$ cat src/rtl/baud_tick_gen.sv
// baud_tick_gen: programmable UART timing source.
//
// Divides clk into a one-cycle sample_tick at OVERSAMPLE x baud and a one-cycle
// baud_tick on the last sample_tick of every baud period. The sample period is
// div_reg+1 clk plus a fractional part frac_reg/2^FRAC_W clk, spread by stretching
// individual periods by one clk whenever the fractional accumulator carries.
// Ticks are clock enables, never clocks.
//
// Ports:
//   clk         in   system clock, all logic on posedge
//   reset       in   asynchronous active-low reset
//   en          in   1 = run, 0 = idle (counters held at zero)
//   resync      in   synchronous restart of sample/baud phase
//   div_load    in   capture div_in/frac_in on this edge
//   div_in      in   new integer divisor
//   frac_in     in   new fractional divisor
//   sample_tick out  one-cycle pulse per sample period
//   baud_tick   out  one-cycle pulse on the last sample_tick of a baud period
//   baud_level  out  toggles on every baud_tick
//   phase       out  sample index within the baud period
module baud_tick_gen #(
  parameter int unsigned DIV_W        = 16,
  parameter int unsigned FRAC_W       = 4,
  parameter int unsigned OVERSAMPLE   = 16,  // power of two, >= 2
  parameter int unsigned DEFAULT_DIV  = 15,
  parameter int unsigned DEFAULT_FRAC = 0,
  localparam int unsigned PH_W        = $clog2(OVERSAMPLE)
) (
  input  logic              clk,
  input  logic              reset,
  input  logic              en,
  input  logic              resync,
  input  logic              div_load,
  input  logic [DIV_W-1:0]  div_in,
  input  logic [FRAC_W-1:0] frac_in,
  output logic              sample_tick,
  output logic              baud_tick,
  output logic              baud_level,
  output logic [PH_W-1:0]   phase
);

  // Counter is one bit wider than the divisor so div_reg + stretch cannot wrap.
  logic [DIV_W:0]    cnt_q, cnt_d;
  logic [FRAC_W-1:0] facc_q, facc_d;
  logic              stretch_q, stretch_d;
  logic [PH_W-1:0]   phase_q, phase_d;
  logic              sample_tick_q, sample_tick_d;
  logic              baud_tick_q, baud_tick_d;
  logic              baud_level_q, baud_level_d;

  // Active divisor, shadow copy and pending flag for glitch-free reload.
  logic [DIV_W-1:0]  div_q, div_d;
  logic [FRAC_W-1:0] frac_q, frac_d;
  logic [DIV_W-1:0]  div_sh_q, div_sh_d;
  logic [FRAC_W-1:0] frac_sh_q, frac_sh_d;
  logic              pend_q, pend_d;

  logic [DIV_W:0]    limit;
  logic              wrap;
  logic [FRAC_W:0]   facc_sum;
  logic              apply;

  assign limit    = {1'b0, div_q} + {{DIV_W{1'b0}}, stretch_q};
  assign wrap     = (cnt_q == limit);
  // Carry uses the frac value that governed the period now ending.
  assign facc_sum = {1'b0, facc_q} + {1'b0, frac_q};

  // Counter, phase and tick generation.
  always_comb begin
    cnt_d         = cnt_q;
    facc_d        = facc_q;
    stretch_d     = stretch_q;
    phase_d       = phase_q;
    sample_tick_d = 1'b0;
    baud_tick_d   = 1'b0;
    baud_level_d  = baud_level_q;
    apply         = 1'b0;

    if (resync || !en) begin
      // Restart from a clean phase; ticks suppressed even if cnt == limit.
      cnt_d     = '0;
      facc_d    = '0;
      stretch_d = 1'b0;
      phase_d   = '0;
      apply     = 1'b1;
    end else if (wrap) begin
      cnt_d               = '0;
      sample_tick_d       = 1'b1;
      {stretch_d, facc_d} = facc_sum;
      phase_d             = phase_q + 1'b1;
      // OVERSAMPLE is a power of two, so the last phase is all ones.
      if (&phase_q) begin
        baud_tick_d  = 1'b1;
        baud_level_d = ~baud_level_q;
      end
      apply = 1'b1;
    end else begin
      cnt_d = cnt_q + 1'b1;
    end
  end

  // Divisor reload: a load only takes effect at a period boundary (wrap,
  // resync or idle). A load coinciding with that boundary wins over the shadow.
  always_comb begin
    div_d     = div_q;
    frac_d    = frac_q;
    div_sh_d  = div_sh_q;
    frac_sh_d = frac_sh_q;
    pend_d    = pend_q;

    if (div_load) begin
      div_sh_d  = div_in;
      frac_sh_d = frac_in;
    end

    if (apply) begin
      pend_d = 1'b0;
      if (div_load) begin
        div_d  = div_in;
        frac_d = frac_in;
      end else if (pend_q) begin
        div_d  = div_sh_q;
        frac_d = frac_sh_q;
      end
    end else if (div_load) begin
      pend_d = 1'b1;
    end
  end

  always_ff @(posedge clk or negedge reset) begin
    if (!reset) begin
      cnt_q         <= '0;
      facc_q        <= '0;
      stretch_q     <= 1'b0;
      phase_q       <= '0;
      sample_tick_q <= 1'b0;
      baud_tick_q   <= 1'b0;
      baud_level_q  <= 1'b0;
      div_q         <= DIV_W'(DEFAULT_DIV);
      frac_q        <= FRAC_W'(DEFAULT_FRAC);
      div_sh_q      <= DIV_W'(DEFAULT_DIV);
      frac_sh_q     <= FRAC_W'(DEFAULT_FRAC);
      pend_q        <= 1'b0;
    end else begin
      cnt_q         <= cnt_d;
      facc_q        <= facc_d;
      stretch_q     <= stretch_d;
      phase_q       <= phase_d;
      sample_tick_q <= sample_tick_d;
      baud_tick_q   <= baud_tick_d;
      baud_level_q  <= baud_level_d;
      div_q         <= div_d;
      frac_q        <= frac_d;
      div_sh_q      <= div_sh_d;
      frac_sh_q     <= frac_sh_d;
      pend_q        <= pend_d;
    end
  end

  assign sample_tick = sample_tick_q;
  assign baud_tick   = baud_tick_q;
  assign baud_level  = baud_level_q;
  assign phase       = phase_q;

endmodule

$ cat config.mk
export PLATFORM = sky130hd
export DESIGN_NAME = baud_tick_gen
export DESIGN_NICKNAME = d
export VERILOG_FILES = /design/src/rtl/baud_tick_gen.sv
export SDC_FILE = /design/constraint.sdc
export NUM_CORES = 1
export LEC_CHECK = 0
export BUFFER_PORTS_ARGS = -buffer_cell sky130_fd_sc_hd__buf_4
export CAP_MARGIN = 15
export CORE_MARGIN = 10
export CORE_UTILIZATION = 45
export CTS_CLUSTER_DIAMETER = 120
export DETAILED_ROUTE_END_ITERATION = 16
export GPL_ROUTABILITY_DRIVEN = 0
export GPL_TIMING_DRIVEN = 0
export PLACE_DENSITY_LB_ADDON = 0.15
export RECOVER_POWER = 25
export SYNTH_ARGS = -nofsm -noshare
export SYNTH_HDL_FRONTEND = slang
export SYNTH_SLANG_ARGS = --single-unit
$ cat constraint.sdc
create_clock -name clk -period 3.3 [get_ports clk]
set_input_delay 0.33 -clock clk [delete_from_list [all_inputs] [get_ports clk]]
set_output_delay 0.33 -clock clk [all_outputs]
set_load 0.01 [all_outputs]
# Word level (Yosys, flattened, before mapping)
# Cells that the tools add are included.
# totals
ff_bits,70
latch_bits,0
ram_bits,0
mem_bits_ro,0
inputBits,25
output_inout_bits,7
elab_cells,47
mem_count,0
# classes
addsub,4
n_mul,0
div_mod_pow,0
magnitude_cmp,0
eq_ne,1
n_shift,0
mux,20
n_bitwise,2
n_reduce_logical,8
# ops
cell,count
17-bit two-way mux,2
16-bit two-way mux,2
4-bit two-way mux,6
16-bit by 1-bit adder with 17-bit output,1
"17-bit by 1-bit adder with 17-bit output, second input constant",1
17-bit == test,1
1-bit two-way mux,10
6-bit AND reduction,1
2-bit nonzero test,3
4-bit by 4-bit adder with 5-bit output,1
"4-bit by 1-bit adder with 4-bit output, second input constant",1
4-bit AND reduction,1
1-bit NOT,2
2-bit AND reduction,1
1-bit zero test,1
1-bit logical OR,1

# Longest topological paths before layout
# depth
depth_word,5
mapped_depth,11
mapped_depth_nobuf,10

# Least setup slack after synthesis
# No wires, ideal clock.
# synth_timing
path_kind,flip-flop to flip-flop
from,reg div_q[0]
to,reg div_q[10]
setup_ns,0.127
t_arrival_ns,3.135
required_ns,3.173
path_slack_ns,0.038
stages_incl_launch_ff,12
n_path_buf,1
synth_period_minus_slack_ns,3.262
path_cell_list,dfstp_2 > ha_1 > ha_1 > nand3_2 > or3_1 > o21a_1 > a2111oi_2 > nand3_2 > o31ai_4 > o21a_2 > buf_6 > mux2_1
# synth_via
elab_chain_len,5
# synth_lines
item,line_no,source
"start, declared",52,"logic [DIV_W-1:0] div_q, div_d;"
"start signal, assigned",139,div_q <= DIV_W'(DEFAULT_DIV);
"start signal, assigned",152,div_q <= div_d;
16-bit by 1-bit adder with 17-bit output,63,"assign limit = {1'b0, div_q} + {{DIV_W{1'b0}}, stretch_q};"
17-bit == test,64,assign wrap = (cnt_q == limit);
1-bit two-way mux,86,end else if (wrap) begin
1-bit two-way mux,79,if (resync || !en) begin
2-bit AND reduction (no source line),-,
# Every way passes these cells.
# A chain may end at the register's enable or synchronous reset.

# Worst setup path in the final report
# layout_timing
from,reg div_q[0]
to,reg div_q[11]
# The elaborated chain is that of the path after synthesis.

==> metrics.md <==
| Metric | Value |
|---|---|
| Status | `finished, violations left` |
| Failing checks | `capacitance limit, slew limit` |
| Min Clock Period, post-route | `3.20 ns` |
| Slowest cell on crit path | `dfstp_2` |
| Synthesized cell area | `0.00356 mm^2` |
| Final worst slack | `0.0952 ns` |
| Clk_lat worst skew | `0.34 ns` |
| Worst vdd ir | `0.000230 V` |
| Initial antenna violation count | `0` |
| Layout cell share with drive strength beyond 1 | `0.277` |
| Synthesized area per cell | `11.5 um^2` |
| Drt first-iter violations | `81` |
| Final core utilization | `0.545` |
| Post-synth ARST share | `1.00` |
| Max-capacitance violation count | `1` |
| Cell Chain, Critical Path | `ha_2, ha_4, nand3_4, or3_4, o21a_1, a2111oi_4, nand3_2, o31ai_4, o21a_2, buf_6, mux2_1` |
| Initial Util | `0.461` |
| Synthesis-to-layout area growth | `18.1%` |
| Pre-CTS setup slack | `-0.454 ns` |
| CTS sink count | `70` |
| Fin crit share | `0.971` |
| H-tree depth | `3` |
| Vias in the first global route | `2,426` |
| Top Usage Layer GRT | `met2` |
| Post-synthesis net count | `343` |
| Cell count after synthesis | `309` |
| Core area | `0.00773 mm^2` |
| Total wire length | `6780 um` |
| All-layer global routing usage | `0.125` |
| PortBufs | `31` |
| Die width | `109 um` |
| Cell area after layout | `0.00421 mm^2` |
| Slew HR | `-0.134` |
| Final Setup Violations | `0` |
| Switching pwr | `522 uW` |
| Crit path launch type | `flip-flop` |
| Post-synth EDFFs | `0` |
| Drt via density | `5.14` |
| CTS tree | `done` |
| GRT met3 Usage | `0.0313` |
| Clock power share | `0.340` |
| Crit end category | `flip-flop` |
| Family with the most delay on the worst path | `compound AO/OA/AOI/OAI gates` |
| Ports | `32` |
| WL/cell | `14.6 um` |
| Clk buf depth | `2` |
| Total CTS buffers | `9` |
| DR pass1 iterations | `4` |
| Vias | `2,380` |
| Most common cell after layout, fill and taps aside | `dfrtp_1` |
| P_int | `1.43 mW` |
| Final Hold Fails | `0` |
| Seq/Total Area, Yosys | `0.494` |
| Reg power frac | `0.509` |
| Slew Limit Fails | `71` |
| Met2 Use GR | `0.189` |
| Antenna cells | `0` |
| Antenna viol nets, final | `0` |
| Combinational share of power | `0.151` |
| Sw Ratio | `0.267` |
| Largest net degree at the start of global routing | `71` |
| Die height | `109 um` |
| Delay of the slowest critical-path stage | `0.54 ns` |
| Commonest cells after routing, fill and taps aside | `dfrtp_1 (62), buf_4 (37), nor2_1 (36)` |
| Pwr Total | `1.96 mW` |
| DP HPWL | `4890 um` |
| Root Buffer | `clkbuf_8` |
| Crit-path max FO | `10` |
| Nets | `390` |
| Die footprint | `0.0119 mm^2` |
| Placed cell areas | `0.00392 mm^2` |
| First-pass GRT wire length | `11,700 um` |
| Count of cell types in the netlist | `50` |
| Worst slew pin tran | `1.70 ns` |
| Critical path class | `reg -> reg` |
| Primary FF master, synth | `dfrtp_1` |
| CP arrival | `3.43 ns` |
| Worst Hold Class | `in -> reg` |
| Static leakage | `1.72 nW` |
| Clock Skew | `0.00586 ns` |
| GRT overflow | `0` |
| Synth warn | `0` |
| Cell Rows | `32` |
| Met1 usage | `0.160` |
| Buf+Inv Stages, Crit Path | `1` |
| FMAX | `0.312 GHz` |
| Clock Pin Slew Worst Setup and Hold Paths | `0.07 ns` |
| Worst Path Required | `3.52 ns` |
| Power per Cell Area | `465 mW/mm^2` |
| Post-route DRC violation count | `0` |
| Synth Register Bits | `70` |
sequential cells by signal (all words and copies together) (netlist names):
register,flops
pend_q,1
facc_q,4
baud_tick,1
sample_tick,1
div_sh_q,16
cnt_q,17
baud_level,1
div_q,16
frac_sh_q,4
phase,4
frac_q,4
stretch_q,1
cells by family after synthesis:
family | count (synthesis) | synth area share
AO/OA/AOI/OAI | 25 | 0.0558
AND/OR/NAND/NOR | 102 | 0.151
buffers and inverters | 17 | 0.0246
flip-flops | 70 | 0.494
multiplexers | 44 | 0.138
adder cells (fa/ha/maj) | 9 | 0.0337
XOR/XNOR | 42 | 0.103
per-layer routing:
layer  part of all wire  vias up  routed length, um
li1                   -     1181                  -
met1               0.48     1164               3260
met2               0.46       28               3140
met3              0.040        7                271
met4              0.016        0                106
met5                  0        -                  0
cells in the mapped netlist (2+ instances only):
cell type | n | area share
and3_1 | 3 | 0.0053
a2111oi_2 | 2 | 0.0084
nand4_1 | 7 | 0.012
mux2_1 | 20 | 0.063
mux2_2 | 20 | 0.063
nor4_2 | 2 | 0.0070
ha_1 | 8 | 0.028
nand3_1 | 11 | 0.015
buf_6 | 2 | 0.0063
a21o_1 | 2 | 0.0042
dfrtp_1 | 62 | 0.44
or3_1 | 2 | 0.0035
nor4_1 | 3 | 0.0053
mux2i_1 | 4 | 0.011
o21ai_0 | 4 | 0.0056
nand2_1 | 12 | 0.013
nor2b_1 | 2 | 0.0035
nand3_2 | 3 | 0.0084
dfstp_2 | 8 | 0.059
a21oi_1 | 4 | 0.0056
xnor2_1 | 30 | 0.074
inv_1 | 3 | 0.0032
nor4b_1 | 2 | 0.0049
nor3_1 | 9 | 0.013
nand2b_1 | 2 | 0.0035
and4_1 | 2 | 0.0049
buf_2 | 4 | 0.0056
nor2_1 | 36 | 0.038
a211oi_1 | 3 | 0.0063
clkbuf_1 | 4 | 0.0042
xor2_1 | 12 | 0.029
buf_1 | 3 | 0.0032
worst paths after layout:
check | start | end | slack, ns | cells past startpoint
max | div_q[0]$_DFFE_PN1P_ | div_q[11]$_DFFE_PN0P_ | 0.1 | 11
min | div_in[4] | div_sh_q[4]$_DFFE_PN0P_ | 0.23 | 2
max reg2reg | div_q[0]$_DFFE_PN1P_ | div_q[11]$_DFFE_PN0P_ | 0.1 | 11
min reg2reg | baud_level$_DFFE_PN0P_ | baud_level$_DFFE_PN0P_ | 0.48 | 1
max in group asynchronous | reset | div_q[15]$_DFFE_PN0P_ | 1.85 | 1
min in group asynchronous | reset | facc_q[0]$_DFFE_PN0P_ | 0.42 | 1
power groups by stage:
stage / Combinational (mW) / Clock (mW) / Sequential [mW]
6_report: 0.295 / 0.666 / 0.996
5_1_grt: 0.333 / 0.732 / 1.01
3_5_place_dp: 0.288 / 0 / 1.01
4_1_cts: 0.295 / 0.689 / 0.997
2_1_floorplan: 0.211 / 0 / 0.996
3_3_place_gp: 0.280 / 0 / 1.01
area by class of cell:
class / instances / area, um^2
fillers: 681 / 3520
multi-input cells: 222 / 1770
flip-flops and latches: 70 / 1760
repair buffers: 37 / 275
clock buffers: 12 / 135
well taps: 102 / 128
plain buffers: 13 / 78.8
clock inverters: 4 / 47.5
inverters: 3 / 11.3
metrics by stage:
step           hold slack (ns)  setup TNS [ns]  std cells
6_report                 0.232               0        463
5_1_grt                  0.217         -0.0910        463
4_1_cts                  0.128               0        460
3_5_place_dp             0.474          -11.71        442
3_3_place_gp             0.462          -10.86        442
2_1_floorplan           0.0344               0        309
worst register-to-register path: cells and delay by family (launching register included):
family,cells,cell delay [ns]
AO/OA/AOI/OAI,4,0.95
AND/OR/NAND/NOR,3,0.70
flip-flops,1,0.54
adder cells (fa/ha/maj),2,0.40
multiplexers,1,0.34
buffers and inverters,1,0.16
timing repair:
| item | in CTS | in global routing |
|---|---|---|
| gates cloned | 0 | 0 |
| endpoints found under the setup margin | 38 | 38 |
| pin swaps | 2 | 3 |
| hold buffers | 0 | 0 |
| hold endpoints to repair | 0 | 0 |
| buffers inserted | 2 | 4 |
| resized for setup | 4 | 8 |
No activity file was read; power rests on OpenSTA's default activity.
